<file path="config.mk">
export PLATFORM = sky130hd
export DESIGN_NAME = fifo_rd_axis
export DESIGN_NICKNAME = d
export VERILOG_FILES = /design/src/rtl/fifo_rd_axis.sv
export SDC_FILE = /design/constraint.sdc
export NUM_CORES = 1
export LEC_CHECK = 0
export ABC_AREA = 1
export BUFFER_PORTS_ARGS = -buffer_cell sky130_fd_sc_hd__buf_2
export CELL_PAD_IN_SITES_DETAIL_PLACEMENT = 0
export CELL_PAD_IN_SITES_GLOBAL_PLACEMENT = 1
export CORE_ASPECT_RATIO = 0.75
export CORE_MARGIN = 2
export CORE_UTILIZATION = 34
export CTS_BUF_LIST = sky130_fd_sc_hd__clkbuf_8 sky130_fd_sc_hd__clkbuf_16
export CTS_CLUSTER_SIZE = 24
export DETAILED_ROUTE_END_ITERATION = 8
export GPL_ROUTABILITY_DRIVEN = 0
export PLACE_DENSITY = 0.66
export RECOVER_POWER = 50
export SLEW_MARGIN = 20
export SYNTH_ARGS = -nofsm -noshare
export SYNTH_HDL_FRONTEND = slang
export SYNTH_SLANG_ARGS = --single-unit
</file>
<file path="constraint.sdc">
create_clock -name RDCLK -period 3.89 [get_ports RDCLK]
set_input_delay 0.778 -clock RDCLK [delete_from_list [all_inputs] [get_ports RDCLK]]
set_output_delay 0.778 -clock RDCLK [all_outputs]
set_load 0.005 [all_outputs]
</file>
<file path="src/rtl/fifo_rd_axis.sv">
// FWFT FIFO read port to AXI4-Stream master through a 2-entry skid buffer, with packet flush.
// Define FIFO_RD_AXIS_STATS_EN to add the BEAT_CNT / PKT_CNT / DROP_CNT counters.
module fifo_rd_axis #(
    parameter int DATA_W   = 64,
    parameter int LAST_BIT = 0
) (
    input  logic              RDCLK,
    input  logic              RST,
    input  logic              RDRSTBUSY,
    input  logic              EMPTY,
    input  logic [DATA_W-1:0] DOUT,
    input  logic [7:0]        DOUTP,
    output logic              RDEN,
    output logic [DATA_W-1:0] M_AXIS_TDATA,
    output logic              M_AXIS_TLAST,
    output logic              M_AXIS_TVALID,
    input  logic              M_AXIS_TREADY,
    input  logic              FLUSH,
    output logic              FLUSH_BUSY
`ifdef FIFO_RD_AXIS_STATS_EN
    ,
    output logic [31:0]       BEAT_CNT,
    output logic [31:0]       PKT_CNT,
    output logic [31:0]       DROP_CNT
`endif
);

    typedef enum logic [1:0] {StWaitRst, StRun, StDrain} state_e;

    state_e            state_q, state_d;
    logic [DATA_W-1:0] buf_data_q [2];
    logic [1:0]        buf_last_q;
    logic              wptr_q, wptr_d;
    logic              rptr_q, rptr_d;
    logic [1:0]        occ_q, occ_d;
    logic              tvalid, pop, rden, in_last;
    logic              rem_ptr;
    logic [1:0]        rem;
    logic [1:0]        drop_n;

    assign in_last = DOUTP[LAST_BIT];

    always_comb begin
        tvalid  = !RST && (state_q == StRun) && (occ_q != 2'd0);
        pop     = tvalid && M_AXIS_TREADY;
        // Head of what is left once this cycle's handshake is accounted for.
        rem_ptr = rptr_q ^ pop;
        rem     = occ_q - {1'b0, pop};
        rden    = 1'b0;
        drop_n  = 2'd0;
        state_d = state_q;
        wptr_d  = wptr_q;
        rptr_d  = rptr_q;
        occ_d   = occ_q;
        case (state_q)
            StWaitRst: begin
                if (!RDRSTBUSY) state_d = StRun;
            end
            StRun: begin
                if (FLUSH) begin
                    if (rem != 2'd0 && buf_last_q[rem_ptr]) begin
                        rptr_d = ~rem_ptr;
                        occ_d  = rem - 2'd1;
                        drop_n = 2'd1;
                    end else if (rem == 2'd2 && buf_last_q[~rem_ptr]) begin
                        rptr_d = rem_ptr;
                        occ_d  = 2'd0;
                        drop_n = 2'd2;
                    end else begin
                        rptr_d  = wptr_q;
                        occ_d   = 2'd0;
                        drop_n  = rem;
                        state_d = StDrain;
                    end
                end else begin
                    rden   = !EMPTY && !RDRSTBUSY && (occ_q != 2'd2);
                    occ_d  = occ_q + {1'b0, rden} - {1'b0, pop};
                    rptr_d = rptr_q ^ pop;
                    wptr_d = wptr_q ^ rden;
                end
            end
            StDrain: begin
                rden = !EMPTY && !RDRSTBUSY;
                if (rden) begin
                    drop_n = 2'd1;
                    if (in_last) state_d = StRun;
                end
            end
            default: state_d = StWaitRst;
        endcase
        if (RST) rden = 1'b0;
    end

    always_ff @(posedge RDCLK) begin
        if (RST) begin
            state_q    <= StWaitRst;
            wptr_q     <= 1'b0;
            rptr_q     <= 1'b0;
            occ_q      <= 2'd0;
            buf_last_q <= 2'b00;
        end else begin
            state_q <= state_d;
            wptr_q  <= wptr_d;
            rptr_q  <= rptr_d;
            occ_q   <= occ_d;
            if (rden && state_q == StRun) buf_last_q[wptr_q] <= in_last;
        end
    end

    always_ff @(posedge RDCLK) begin
        if (rden && state_q == StRun) buf_data_q[wptr_q] <= DOUT;
    end

    assign RDEN          = rden;
    assign M_AXIS_TVALID = tvalid;
    assign M_AXIS_TDATA  = tvalid ? buf_data_q[rptr_q] : '0;
    assign M_AXIS_TLAST  = tvalid && buf_last_q[rptr_q];
    assign FLUSH_BUSY    = RST || (state_q != StRun);

`ifdef FIFO_RD_AXIS_STATS_EN
    always_ff @(posedge RDCLK) begin
        if (RST) begin
            BEAT_CNT <= 32'd0;
            PKT_CNT  <= 32'd0;
            DROP_CNT <= 32'd0;
        end else begin
            BEAT_CNT <= BEAT_CNT + {31'd0, pop};
            PKT_CNT  <= PKT_CNT + {31'd0, pop && M_AXIS_TLAST};
            DROP_CNT <= DROP_CNT + {30'd0, drop_n};
        end
    end
`else
    logic unused_drop;
    assign unused_drop = ^drop_n;
`endif

    logic unused_doutp;
    assign unused_doutp = ^DOUTP;

endmodule

</file>
==> results_dict.tcl <==
set metrics [dict create \
    status "complete, no violations" \
    ys_seq_area_frac 0.7342 \
    crit_end "M_AXIS_TDATA[54]" \
    firstDrtPassIters 4 \
    io_pins 146 \
    core_area_mm2 0.01592 \
    grt_setup_unrepaired "false" \
    cts_buffer_depth 2 \
    layout_commonest_cell "nand2_1" \
    ys_seq_elements 137 \
    leakage_uw 0.002800 \
    cts-root-buf "clkbuf_16" \
    syn-num-nets 543 \
    clock-skew-final_ps 6.025 \
    stdcell_area_mm2 0.006892 \
    grt_usage 0.1490 \
    period_needed_ps 3453 \
    ant_nets 0 \
    reg2reg_slack_ps 940 \
    wl_per_cell_um 15.01 \
    grt_pass1_vias 3647 \
    multiInputGateArea_mm2 0.001284 \
    cts_setup_buffers 0 \
    crit_start "state_q[1]" \
    seq_area_mm2 0.004025 \
    final_layout_size_suffix_gt1_frac 0.2484 \
    min_period_over_period 0.8875 \
    syn2layout_area_growth_pct 25.75 \
    drv_slew 0 \
    finalNetCount 690 \
    maxCapViolations 0 \
    final_cell_mix "nand2_1 (160), edfxtp_1 (128), buf_2 (111), a21oi_1 (70), clkbuf_1 (27)" \
    post_cts_resized 0 \
    via_count 3747 \
    max_slew_margin 0.4121 \
    cts_made_buffers 17 \
    placed_area_mm2 0.006434 \
    clock_sinks 137 \
    grt_pass1_wl_mm 18.95 \
    die_y_um 114.0 \
    worstMarginPinSlew_ps 880.9 \
    netlist_area_mm2 0.005480 \
    die_area_mm2 0.01716 \
    htreeDepth 4 \
    yosysWarnings 0 \
    r2r-start "state_q[1]" \
    ys_types 26 \
    required_ps 3110 \
    die_w_um 150.6 \
    antenna_found_initial 0 \
    fin_setup_tns_ps 0 \
    fmax_mhz 289.6 \
    ir_drop_mv 0.2796 \
    fillers 1516 \
    start_util 0.3443 \
    r2r_cells 11 \
    grt_max_degree 65 \
    syn_inst 457 \
    timing.final.hold_violations 0 \
    power.density_mw_per_mm2 503.9 \
    hold_buffers 0 \
    viasPerCell 4.531 \
    rr_endpoint "buf_data_q[0][42]" \
    port_buffers 138 \
    clkTransAtPathRegs_ps 50 \
    avgSynthCellArea_um2 11.99 \
    clock_latency_ps 410 \
    cp-end-kind "output pin" \
    dp_hpwl_mm 7.984 \
    drc 0 \
    path_max_fanout 41 \
    crit_type "flip-flop to output pin" \
    setup_viol 0 \
    totalWireLength_mm 12.42 \
    drtIter0Drc 277 \
    worstPathArrival_ps 2670 \
    crit_path_start_kind "flip-flop" \
    grt.overflow.total 0 \
    num_rows 40 \
    cts_tree "built" \
    hp-class "flip-flop to flip-flop" \
]
-- area by class of cell --
type | instances | share of cell area
flip-flops and latches | 137 | 0.5841
multi-input cells | 279 | 0.1863
repair buffers | 148 | 0.1062
clock buffers | 19 | 0.06572
well taps | 210 | 0.03813
inverters | 21 | 0.01144
clock inverters | 12 | 0.007807
diodes | 1 | 0.0003631
-- kinds of logic after synthesis --
logic type               Yosys count  share of synthesized area
adder cells (fa/ha/maj)            8                    0.01827
flip-flops                       137                     0.7342
XOR/XNOR                           3                   0.004795
AND/OR/NAND/NOR                  185                     0.1349
buffers and inverters             41                    0.02831
AO/OA/AOI/OAI                     83                    0.07945
-- layer usage --
layer / up-vias / track usage / wire length (µm)
li1: 1873 / - / -
met1: 1756 / 0.1832 / 5460
met2: 109 / 0.2276 / 5665
met3: 9 / 0.07760 / 1167
met4: 0 / 0.04860 / 122
met5: - / 0 / 0
-- state kept, by name, summed over array words and instances, names as in the netlist, named ones only --
signal      cells
wptr_q          1
buf_last_q      2
occ_q           2
rptr_q          1
buf_data_q    128
state_q         2
-- power by group --
| part | switching [µW] | total [µW] | internal [µW] |
|---|---|---|---|
| Clock | 554 | 1370 | 820 |
| Combinational | 283 | 435 | 152 |
| Sequential | 25.0 | 1660 | 1640 |
-- synth_stat cells, drive strengths merged --
cell / instances / share of area
nor2: 14 / 0.011
nand3: 8 / 0.0091
edfxtp: 128 / 0.70
a221oi: 1 / 0.0016
o21bai: 1 / 0.0014
nand2: 163 / 0.11
ha: 8 / 0.018
inv: 21 / 0.014
a21oi: 70 / 0.064
o21ai: 7 / 0.0064
clkbuf: 14 / 0.0096
a211oi: 1 / 0.0014
o211ai: 2 / 0.0037
buf: 6 / 0.0043
xnor2: 2 / 0.0032
dfxtp: 9 / 0.033
a31oi: 1 / 0.0011
xor2: 1 / 0.0016
-- worst min-delay path by stage --
stage	end	startpoint	depth (start not counted)
after global placement	occ_q[0]	occ_q[0]	2
final	occ_q[0]	occ_q[0]	2
after detailed placement	occ_q[0]	occ_q[0]	2
after CTS	occ_q[0]	occ_q[0]	2
after global routing	buf_data_q[0][15]	DOUT[15]	1
after floorplan	occ_q[0]	occ_q[0]	2
-- worst max-delay path, stage by stage (launching register included) --
cell	delay, ps
dfxtp_1	320
inv_1	120
ha_1	300
nand2_1	140
nor2_1	300
inv_2	400
buf_4	330
a21oi_1	180
buf_2	150
-- metrics by stage --
step	util	hold WS [ps]	total power, µW	setup slack (ps)	cells
after floorplan	-	468.1	1982	712.6	457
final	0.4330	507.4	3473	437.5	827
after CTS	0.4361	513.1	3537	500.4	826
after detailed placement	0.4042	505.8	2151	690.3	795
after global placement	0.4042	493.7	2144	694.4	795
after global routing	0.4329	526.5	3653	182.1	826
(Power assumes the default switching activity.)
